[src/rtl/alu_pkg.sv]
// -----------------------------------------------------------------------------
// alu_pkg
// Shared definitions for the multi-cycle ALU:
//   - 6-bit function codes accepted on the Signal port
//   - FSM state encoding used by multi_cycle_alu
//   - a small helper that classifies a function code as multi-cycle
// -----------------------------------------------------------------------------
package alu_pkg;

  // Function codes (MIPS-style funct field values)
  localparam logic [5:0] FN_SRL   = 6'd2;
  localparam logic [5:0] FN_MFHI  = 6'd16;
  localparam logic [5:0] FN_MFLO  = 6'd18;
  localparam logic [5:0] FN_MULTU = 6'd25;
  localparam logic [5:0] FN_DIVU  = 6'd27;
  localparam logic [5:0] FN_ADD   = 6'd32;
  localparam logic [5:0] FN_SUB   = 6'd34;
  localparam logic [5:0] FN_AND   = 6'd36;
  localparam logic [5:0] FN_OR    = 6'd37;
  localparam logic [5:0] FN_SLT   = 6'd42;

  // Controller states. MUL/DIV iterate one bit per cycle; FIN is the single
  // cycle in which the new Hi/Lo and the done pulse are visible.
  typedef enum logic [1:0] {
    IDLE = 2'd0,
    MUL  = 2'd1,
    DIV  = 2'd2,
    FIN  = 2'd3
  } state_e;

  // True for codes that run through the iterative datapath.
  function automatic logic is_multi_cycle(input logic [5:0] fn);
    return (fn == FN_MULTU) || (fn == FN_DIVU);
  endfunction

endpackage

[src/rtl/mul_div_iter.sv]
// -----------------------------------------------------------------------------
// mul_div_iter
// One-bit-per-cycle iteration datapath shared by unsigned multiply
// (right-shifting shift-add) and unsigned division (restoring).
//
// Ports:
//   clk      in   clock, rising edge
//   reset    in   asynchronous active-low reset
//   load     in   capture op_a/op_b and clear the accumulator/counter
//   step     in   perform one iteration using the mode given by is_div
//   is_div   in   0: multiply step, 1: divide step
//   op_a     in   multiplier / dividend
//   op_b     in   multiplicand / divisor
//   res_hi   out  accumulator value after the current step
//                 (product upper half / remainder)
//   res_lo   out  shift register value after the current step
//                 (product lower half / quotient)
//   last     out  the current step is the final (WIDTH-th) one
//
// res_hi/res_lo are the combinational next-state values so the controller
// can capture the finished result on the same edge as the final step.
// -----------------------------------------------------------------------------
module mul_div_iter #(
  parameter int WIDTH = 32
) (
  input  logic             clk,
  input  logic             reset,
  input  logic             load,
  input  logic             step,
  input  logic             is_div,
  input  logic [WIDTH-1:0] op_a,
  input  logic [WIDTH-1:0] op_b,
  output logic [WIDTH-1:0] res_hi,
  output logic [WIDTH-1:0] res_lo,
  output logic             last
);

  // Counter must be able to hold WIDTH itself after the final increment.
  localparam int CW = $clog2(WIDTH + 1);

  logic [WIDTH-1:0] acc_q, acc_d;
  logic [WIDTH-1:0] sh_q, sh_d;
  logic [WIDTH-1:0] opb_q, opb_d;
  logic [CW-1:0]    cnt_q, cnt_d;

  logic [WIDTH:0]   mul_sum;
  logic [WIDTH:0]   div_shift;
  logic [WIDTH-1:0] div_diff;
  logic             div_ge;
  logic [WIDTH-1:0] acc_nx;
  logic [WIDTH-1:0] sh_nx;

  always_comb begin
    // Multiply: {acc, sh} holds partial product / remaining multiplier bits.
    // Add the multiplicand when the current multiplier LSB is set, then shift
    // the whole WIDTH*2+1 value right by one.
    mul_sum = {1'b0, acc_q} + (sh_q[0] ? {1'b0, opb_q} : {(WIDTH+1){1'b0}});

    // Divide: bring the next dividend bit into the partial remainder and
    // subtract the divisor if it fits. The remainder stays < divisor, so the
    // shifted value needs one extra bit but the result fits in WIDTH bits,
    // which is why only the low WIDTH bits of the difference are kept.
    div_shift = {acc_q, sh_q[WIDTH-1]};
    div_ge    = (div_shift >= {1'b0, opb_q});
    div_diff  = div_shift[WIDTH-1:0] - opb_q;

    if (is_div) begin
      acc_nx = div_ge ? div_diff : div_shift[WIDTH-1:0];
      sh_nx  = {sh_q[WIDTH-2:0], div_ge};
    end else begin
      acc_nx = mul_sum[WIDTH:1];
      sh_nx  = {mul_sum[0], sh_q[WIDTH-1:1]};
    end
  end

  always_comb begin
    acc_d = acc_q;
    sh_d  = sh_q;
    opb_d = opb_q;
    cnt_d = cnt_q;
    if (load) begin
      acc_d = '0;
      sh_d  = op_a;
      opb_d = op_b;
      cnt_d = '0;
    end else if (step) begin
      acc_d = acc_nx;
      sh_d  = sh_nx;
      cnt_d = cnt_q + CW'(1);
    end
  end

  always_ff @(posedge clk or negedge reset) begin
    if (!reset) begin
      acc_q <= '0;
      sh_q  <= '0;
      opb_q <= '0;
      cnt_q <= '0;
    end else begin
      acc_q <= acc_d;
      sh_q  <= sh_d;
      opb_q <= opb_d;
      cnt_q <= cnt_d;
    end
  end

  assign res_hi = acc_nx;
  assign res_lo = sh_nx;
  assign last   = (cnt_q == CW'(WIDTH - 1));

endmodule

[src/rtl/multi_cycle_alu.sv]
// -----------------------------------------------------------------------------
// multi_cycle_alu
// MIPS-flavoured ALU with single-cycle logic/arithmetic/shift ops and
// WIDTH-cycle MULTU/DIVU writing a Hi/Lo register pair.
//
// Ports:
//   clk       in   clock, rising edge
//   reset     in   asynchronous active-low reset
//   start     in   request; sampled only while busy=0
//   Signal    in   6-bit function code (see alu_pkg)
//   dataA     in   operand A
//   dataB     in   operand B (SRL uses dataB[SHW-1:0] as the shift amount)
//   busy      out  high from the edge after a MULTU/DIVU start through FIN
//   done      out  one-cycle result-valid pulse
//   Output    out  registered result, held until the next done
//   div_zero  out  sticky divide-by-zero flag, cleared by an accepted start
//   illegal   out  high with done for an unsupported function code
//
// Timing: single-cycle ops update Output on the accepting edge and done is
// high in the following cycle. Multi-cycle ops iterate WIDTH cycles; the
// final iteration edge moves to FIN and captures Hi/Lo/Output/done together,
// so done appears WIDTH+1 cycles after the start cycle.
// -----------------------------------------------------------------------------
module multi_cycle_alu #(
  parameter int WIDTH = 32,
  parameter int SHW   = $clog2(WIDTH)
) (
  input  logic             clk,
  input  logic             reset,
  input  logic             start,
  input  logic [5:0]       Signal,
  input  logic [WIDTH-1:0] dataA,
  input  logic [WIDTH-1:0] dataB,
  output logic             busy,
  output logic             done,
  output logic [WIDTH-1:0] Output,
  output logic             div_zero,
  output logic             illegal
);

  import alu_pkg::*;

  state_e           state_q, state_d;
  logic [WIDTH-1:0] output_q, output_d;
  logic [WIDTH-1:0] hi_q, hi_d;
  logic [WIDTH-1:0] lo_q, lo_d;
  logic             done_q, done_d;
  logic             illegal_q, illegal_d;
  logic             div_zero_q, div_zero_d;
  // Dividend and zero-divisor flag are kept so a divide by zero can report
  // the architecturally defined Hi/Lo instead of the raw iteration result.
  logic [WIDTH-1:0] dividend_q, dividend_d;
  logic             dz_pend_q, dz_pend_d;

  logic             accept;
  logic             iter_load;
  logic             iter_step;
  logic             iter_is_div;
  logic [WIDTH-1:0] iter_hi;
  logic [WIDTH-1:0] iter_lo;
  logic             iter_last;
  logic             slt_lt;

  assign accept      = start && (state_q == IDLE);
  assign iter_is_div = (state_q == DIV);
  assign slt_lt      = ($signed(dataA) < $signed(dataB));

  mul_div_iter #(
    .WIDTH (WIDTH)
  ) u_iter (
    .clk    (clk),
    .reset  (reset),
    .load   (iter_load),
    .step   (iter_step),
    .is_div (iter_is_div),
    .op_a   (dataA),
    .op_b   (dataB),
    .res_hi (iter_hi),
    .res_lo (iter_lo),
    .last   (iter_last)
  );

  // Next-state and datapath control
  always_comb begin
    state_d    = state_q;
    output_d   = output_q;
    hi_d       = hi_q;
    lo_d       = lo_q;
    done_d     = 1'b0;
    illegal_d  = 1'b0;
    div_zero_d = div_zero_q;
    dividend_d = dividend_q;
    dz_pend_d  = dz_pend_q;
    iter_load  = 1'b0;
    iter_step  = 1'b0;

    case (state_q)
      IDLE: begin
        if (accept) begin
          div_zero_d = 1'b0;
          if (is_multi_cycle(Signal)) begin
            iter_load = 1'b1;
            if (Signal == FN_DIVU) begin
              state_d    = DIV;
              dividend_d = dataA;
              dz_pend_d  = (dataB == '0);
            end else begin
              state_d    = MUL;
              dz_pend_d  = 1'b0;
            end
          end else begin
            done_d = 1'b1;
            case (Signal)
              FN_AND:  output_d = dataA & dataB;
              FN_OR:   output_d = dataA | dataB;
              FN_ADD:  output_d = dataA + dataB;
              FN_SUB:  output_d = dataA - dataB;
              FN_SLT:  output_d = {{(WIDTH-1){1'b0}}, slt_lt};
              FN_SRL:  output_d = dataA >> dataB[SHW-1:0];
              FN_MFHI: output_d = hi_q;
              FN_MFLO: output_d = lo_q;
              default: begin
                output_d  = '0;
                illegal_d = 1'b1;
              end
            endcase
          end
        end
      end

      MUL, DIV: begin
        iter_step = 1'b1;
        if (iter_last) begin
          state_d = FIN;
          done_d  = 1'b1;
          if ((state_q == DIV) && dz_pend_q) begin
            hi_d       = dividend_q;
            lo_d       = '1;
            div_zero_d = 1'b1;
          end else begin
            hi_d = iter_hi;
            lo_d = iter_lo;
          end
          output_d = lo_d;
        end
      end

      FIN: begin
        // busy is still high here, so any start this cycle is dropped.
        state_d = IDLE;
      end

      default: state_d = IDLE;
    endcase
  end

  always_ff @(posedge clk or negedge reset) begin
    if (!reset) begin
      state_q    <= IDLE;
      output_q   <= '0;
      hi_q       <= '0;
      lo_q       <= '0;
      done_q     <= 1'b0;
      illegal_q  <= 1'b0;
      div_zero_q <= 1'b0;
      dividend_q <= '0;
      dz_pend_q  <= 1'b0;
    end else begin
      state_q    <= state_d;
      output_q   <= output_d;
      hi_q       <= hi_d;
      lo_q       <= lo_d;
      done_q     <= done_d;
      illegal_q  <= illegal_d;
      div_zero_q <= div_zero_d;
      dividend_q <= dividend_d;
      dz_pend_q  <= dz_pend_d;
    end
  end

  assign busy     = (state_q != IDLE);
  assign done     = done_q;
  assign Output   = output_q;
  assign div_zero = div_zero_q;
  assign illegal  = illegal_q;

endmodule
[config.mk]
export PLATFORM = sky130hd
export DESIGN_NAME = multi_cycle_alu
export DESIGN_NICKNAME = d
export VERILOG_FILES = /design/src/rtl/alu_pkg.sv /design/src/rtl/mul_div_iter.sv /design/src/rtl/multi_cycle_alu.sv
export SDC_FILE = /design/constraint.sdc
export NUM_CORES = 1
export LEC_CHECK = 0
export ABC_AREA = 1
export ABC_CLOCK_PERIOD_IN_PS = 3200
export BUFFER_PORTS_ARGS = -buffer_cell sky130_fd_sc_hd__buf_4
export CAP_MARGIN = 20
export CORE_MARGIN = 1
export CORE_UTILIZATION = 50
export CTS_BUF_LIST = sky130_fd_sc_hd__clkbuf_8
export DETAILED_ROUTE_END_ITERATION = 10
export GPL_TIMING_DRIVEN = 0
export PLACE_DENSITY = 0.67
export REMOVE_ABC_BUFFERS = 1
export SLEW_MARGIN = 40
export SYNTH_ARGS = -nofsm -noshare
export SYNTH_HDL_FRONTEND = slang
export SYNTH_SLANG_ARGS = --single-unit
[constraint.sdc]
create_clock -name clk -period 3.2 [get_ports clk]
set_input_delay 0.64 -clock clk [delete_from_list [all_inputs] [get_ports clk]]
set_output_delay 0.64 -clock clk [all_outputs]
set_load 0.05 [all_outputs]
==> results of run 1 <==
-- worst max-delay path: cells and delay by family, from the launching register on --
kind / cells / cell delay [ps]
buf+inv: 3 / 1010
fa+ha+maj: 1 / 670
simple gates: 1 / 550
flops: 1 / 420
compound gates: 1 / 300
-- layout make-up --
cell class,instances,area [um^2]
clock buffers,50,688
inverters,599,2270
flip-flops and latches,236,5910
fillers,5087,21100
repair buffers,137,1340
clock inverters,20,87.6
well taps,615,769
multi-input cells,3107,15700
diodes,1,2.50
-- cells in the mapped netlist (all sizes together), types with 17 or more instances --
cell type | count | share of area (%)
dfrtp | 236 | 24
o21ai | 237 | 4.9
inv | 594 | 9.2
nor3 | 34 | 0.72
nand4 | 98 | 2.5
nand2 | 1433 | 23
clkbuf | 113 | 1.7
mux2i | 25 | 1.0
buf | 43 | 0.89
xor2 | 17 | 0.61
o22ai | 20 | 0.51
o221ai | 34 | 1.2
a21oi | 189 | 3.9
nand3 | 360 | 7.4
ha | 176 | 9.1
nor2 | 373 | 5.9
-- state kept, by name, summed over array words and instances, names as in the netlist --
signal        count
Output           32
u_iter.sh_q      32
u_iter.cnt_q      6
hi_q             32
state_q           2
dividend_q       32
done              1
u_iter.opb_q     32
div_zero          1
lo_q             32
dz_pend_q         1
illegal           1
u_iter.acc_q     32
-- logic make-up (layout without fill, tap and decap cells) --
group	after synthesis	in the layout	synth area share [%]
AOI/OAI and AO/OA	530	530	12.1
xor gates and xnor gates	17	17	0.612
adders and majority gates	180	180	9.38
buffers and inverters	755	806	11.9
DFF	236	236	24.3
muxes	25	25	1.03
other	0	1	0
and+or+nand+nor	2355	2355	40.7
-- worst min path at each step --
| stage | cells past startpoint | end | slack, ps |
|---|---|---|---|
| 5_1_grt | 4 | dz_pend_q | 400 |
| 4_1_cts | 4 | dz_pend_q | 340 |
| 6_report | 4 | dz_pend_q | 370 |
| 3_3_place_gp | 2 | lo_q[4] | 460 |
| 2_1_floorplan | 0 | Output[0] | 340 |
| 3_5_place_dp | 2 | lo_q[13] | 460 |
-- where the power goes --
group	internal, uW	switching, uW
Combinational	4220	9710
Sequential	3910	826
Clock	1410	1340
-- timing repair --
item / 4_1_cts / 5_1_grt
hold endpoints to repair: 41 / 0
hold buffers: 1 / 0
pin swaps: 2 / 1
resized for setup: 4 / 8
setup endpoints to repair: 26 / 28
buffers inserted: 5 / 2
gates cloned: 0 / 0
-- stage by stage --
step / area, um^2 / hold slack, ps / total power, uW / TNS [ps] / setup slack, ps
finish: 26700 / 371 / 21400 / 0 / 113
global placement: 25300 / 458 / 17500 / -1022000 / -6690
global route: 26700 / 400 / 22900 / 0 / 21.3
floorplan: 23700 / 344 / 13500 / -260350 / -2290
CTS: 26700 / 343 / 21100 / 0 / 3.33
detailed placement: 25800 / 464 / 18200 / -16900 / -1020
-- per-layer routing --
metal	up-vias	part of all wire (%)	global-route usage, %
li1	13200	-	-
met1	12600	41	51.3
met2	1316	44	62.6
met3	268	9.1	6.48
met4	0	6.2	22.3
met5	-	0	0
==> flow_metrics.py, run 1 <==
metrics = {
    "global_routing": {
        "antenna_found_initial": 1,
        "grt_pass1_vias": 25600,
        "grt_pass1_wl_um": 149000,
        "grt_usage_pct": 39.6,
        "grt_max_degree": 74,
        "grt-ovfl-total": 0,
    },
    "worst_setup_path": {
        "worstPathCellList": "inv_1 -> ha_4 -> clkinv_4 -> nor2_4 -> inv_2 -> o221ai_1",
        "endpoint_kind": "register",
        "cp_slowest_stage_delay_ps": 670,
        "worstReg2RegStart": "state_q[1]",
        "crit_required_ps": 3710,
        "crit_fanout": 40,
        "cp_slowest_cell": "ha_4",
        "cp-startpoint": "state_q[1]",
        "crit_type": "reg -> reg",
        "cp.arrival_ps": 3600,
        "crit_path_start_kind": "register",
        "r2r_cells": 6,
        "worstSetupEndpoint": "u_iter.sh_q[3]",
        "reg2reg_to": "u_iter.sh_q[3]",
        "regToRegSetupSlack_ps": 110,
    },
    "finish": {
        "drive_gt1_share_pct": 6.53,
        "final_nets": 4375,
        "areaGrowthSynthToFinish_pct": 9.93,
        "final_util_pct": 55.9,
        "layout_common_cells": "nand2_1, inv_1, nor2_1, nand3_1, dfrtp_1",
        "layout_commonest_cell": "nand2_1",
        "stdcell_count": 4765,
    },
    "synthesis": {
        "ys_seq_area_share_pct": 24.3,
        "syn_avg_cell_area_um2": 5.94,
        "synth_seq_cells": 236,
        "synth-async-reset-ratio_pct": 100,
        "syn_area_um2": 24300,
        "synth_warnings": 0,
        "synth_edf_count": 0,
        "yosys_most_used_dff": "dfrtp_1",
        "syn_inst": 4098,
        "synth_cell_types": 47,
    },
    "power_and_ir_drop": {
        "ir_drop_uv": 536,
        "p_per_area_nw_per_um2": 801,
        "p_leak_uw": 0.0151,
    },
    "floorplanning": {
        "rows": 80,
        "coreArea_um2": 47800,
        "initial_utilization_pct": 50.8,
        "die_width_um": 223,
        "io_pins": 109,
        "die_h_um": 223,
        "dieArea_um2": 49500,
    },
    "route": {
        "wl_um": 98600,
        "drc": 0,
        "viasPerCell": 5.74,
        "antenna_left": 0,
        "vias": 27300,
        "dr.pass1.iters": 6,
        "drt_iter0_drc": 2829,
        "wl_per_cell_um": 20.7,
    },
    "cts": {
        "root_buffer": "clkbuf_8",
        "worstSkewPairLatency_ps": 620,
        "cts_tree": "yes",
        "clkSinkCount": 236,
        "h-tree-depth": 2,
        "clk_path_buf_depth": 3,
        "clk_pin_slew_ps": 70,
        "numCtsBuffers": 41,
    },
    "job": {
        "max_cap_violations": 0,
    },
    "timing": {
        "relSlewSlack_pct": 46.4,
        "fmax_ghz": 0.324,
        "timing.final.crit_period_ps": 3090,
        "fin_crit_sh_pct": 96.5,
        "rsz0062_at_grt": "no",
        "hold_viol_final": 0,
        "setup_viol": 0,
        "final_max_slew_viol_count": 0,
        "clock_skew_ps": 30.9,
        "tightest_slew_ps": 802,
    },
    "placed_design": {
        "placed_cells": 4686,
        "post-dp-hpwl_um": 78600,
        "portBuffers": 108,
        "place.gp.congestion": 1.03,
    },
    "min_path": {
        "worst_hold_path_type": "in -> reg",
        "worstHoldStart": "dataB[14]",
    },
    "outcome": {
        "status": "completed",
    },
}
Power figures use the tool's default switching activity.
==> run 2, diff against run 1 <==
SETUP_SLACK_MARGIN = 0.5   (was default)
==> flow_metrics.py, run 2 (synthesis gave the netlist of run 1 again) <==
metrics = {
    "outcome": {
        "status": "completed",
    },
    "route": {
        "wl_um": 102000,
        "antenna_left": 0,
        "dr.pass1.iters": 6,
        "wl_per_cell_um": 21.2,
        "viasPerCell": 5.80,
        "vias": 28000,
        "drc": 0,
        "drt_iter0_drc": 2928,
    },
    "placed_design": {
        "placed_cells": 4686,
        "post-dp-hpwl_um": 78600,
        "placed_area_um2": 25800,
        "place.gp.congestion": 1.03,
        "portBuffers": 108,
    },
    "floorplanning": {
        "io_pins": 109,
        "coreArea_um2": 47800,
        "dieArea_um2": 49500,
        "die_width_um": 223,
        "rows": 80,
        "initial_utilization_pct": 50.8,
        "die_h_um": 223,
    },
    "finish": {
        "multiInputGateArea_um2": 17000,
        "stdcell_count": 4823,
        "final_nets": 4433,
        "drive_gt1_share_pct": 13.1,
        "layout.area.seq_um2": 5920,
        "n_fill_cell": 4850,
        "areaGrowthSynthToFinish_pct": 17.7,
        "layout_common_cells": "nand2_1, inv_1, nand3_1",
        "layout_commonest_cell": "nand2_1",
        "fin_area_um2": 28600,
    },
    "power_and_ir_drop": {
        "p_per_area_nw_per_um2": 810,
        "p_leak_uw": 0.0156,
        "ir_drop_uv": 557,
    },
    "global_routing": {
        "antenna_found_initial": 2,
        "grt-ovfl-total": 0,
        "grt_usage_pct": 40.3,
        "grt_max_degree": 74,
        "grt_pass1_wl_um": 151000,
        "grt_pass1_vias": 25900,
    },
    "timing": {
        "setup_viol": 0,
        "fin_crit_sh_pct": 84.9,
        "relSlewSlack_pct": 45.3,
        "clock_skew_ps": 31.5,
        "rsz0062_at_grt": "yes",
        "final_max_slew_viol_count": 0,
        "fmax_ghz": 0.368,
        "tightest_slew_ps": 818,
        "hold_viol_final": 0,
        "timing.final.crit_period_ps": 2720,
    },
    "min_path": {
        "min_path_cells": 4,
        "worstHoldStart": "dataB[14]",
        "hold_end": "dz_pend_q",
        "worst_hold_path_type": "in -> reg",
    },
    "worst_setup_path": {
        "cp.arrival_ps": 3210,
        "r2r_cells": 16,
        "crit_type": "reg -> reg",
        "crit_fanout": 16,
        "reg2reg_to": "hi_q[28]",
        "worstReg2RegStart": "u_iter.sh_q[0]",
        "crit_required_ps": 3690,
        "endpoint_kind": "register",
        "regToRegSetupSlack_ps": 480,
        "crit_path_start_kind": "register",
    },
    "job": {
        "max_cap_violations": 0,
    },
    "cts": {
        "root_buffer": "clkbuf_8",
        "cts_tree": "yes",
        "numCtsBuffers": 41,
        "h-tree-depth": 2,
        "clk_pin_slew_ps": 70,
        "clkSinkCount": 236,
        "clk_path_buf_depth": 3,
        "worstSkewPairLatency_ps": 620,
    },
}
[run 2: layout make-up]
cell class,count,share of cell area [%]
clock inverter,20,0.306
multi-input combinational,3109,59.4
clock buffer,50,2.40
inverter,599,8.09
antenna,1,0.00874
timing repair buffer,193,6.38
sequential,236,20.7
tap,615,2.69
[run 2: metrics by stage]
| step | TNS [ps] | utilization [%] | power, uW | setup slack, ps | hold WS (ps) |
|---|---|---|---|---|---|
| floorplan | -260350 | - | 13500 | -2290 | 344 |
| global placement | -1022000 | 52.8 | 17500 | -6690 | 458 |
| detailed placement | -16900 | 54.0 | 18200 | -1020 | 464 |
| CTS | 0 | 57.0 | 21800 | 409 | 343 |
| finish | 0 | 59.8 | 23200 | 483 | 373 |
| global route | 0 | 59.8 | 24600 | 391 | 393 |
[run 2: how the worst max path moves through the flow]
stage                        start         to  slack (ps)  cells past startpoint
finish              u_iter.sh_q[0]   hi_q[28]         480                     16
global route        u_iter.sh_q[0]   hi_q[28]         390                     16
CTS                       dataB[2]  Output[0]         410                     18
detailed placement        dataB[3]  Output[0]       -1020                     19
global placement        state_q[0]   div_zero       -6690                      7
floorplan               state_q[0]   div_zero       -2290                      7
[run 2: power breakdown]
part	total, uW	switching [uW]	internal (uW)
logic	15600	10400	5160
registers	4850	929	3920
clock network	2750	1340	1410
total	23200	12700	10500
[run 2: worst max-delay path, cell delays in order (launching register included)]
cell and delay, ps:
dfrtp_4 500, buf_8 150, buf_16 150, nand2_1 80
inv_1 60, ha_4 300, nand4_1 220, nor3_2 160
nand2_1 80, nand2_2 120, nand2_2 100, nand2_1 70
nand2_1 60, nand3_2 90, nand4_1 250, nand2_1 130
nand2_1 50
[run 2: repair_timing]
action                                  4_1_cts  5_1_grt
cloned                                        2        0
hold endpoints to repair                     41        0
buffers inserted                             23       40
resized for setup                            93      241
endpoints found under the setup margin      146      107
pin swaps                                    22       59
hold buffers                                  1        0
[run 2: metal layers]
metal	part of all wire, %	up-vias	track usage (%)
met5	0	-	0
met3	9.3	316	6.61
met2	44	1406	63.6
li1	-	13300	-
met4	6.3	0	23.3
met1	40	13000	52.2
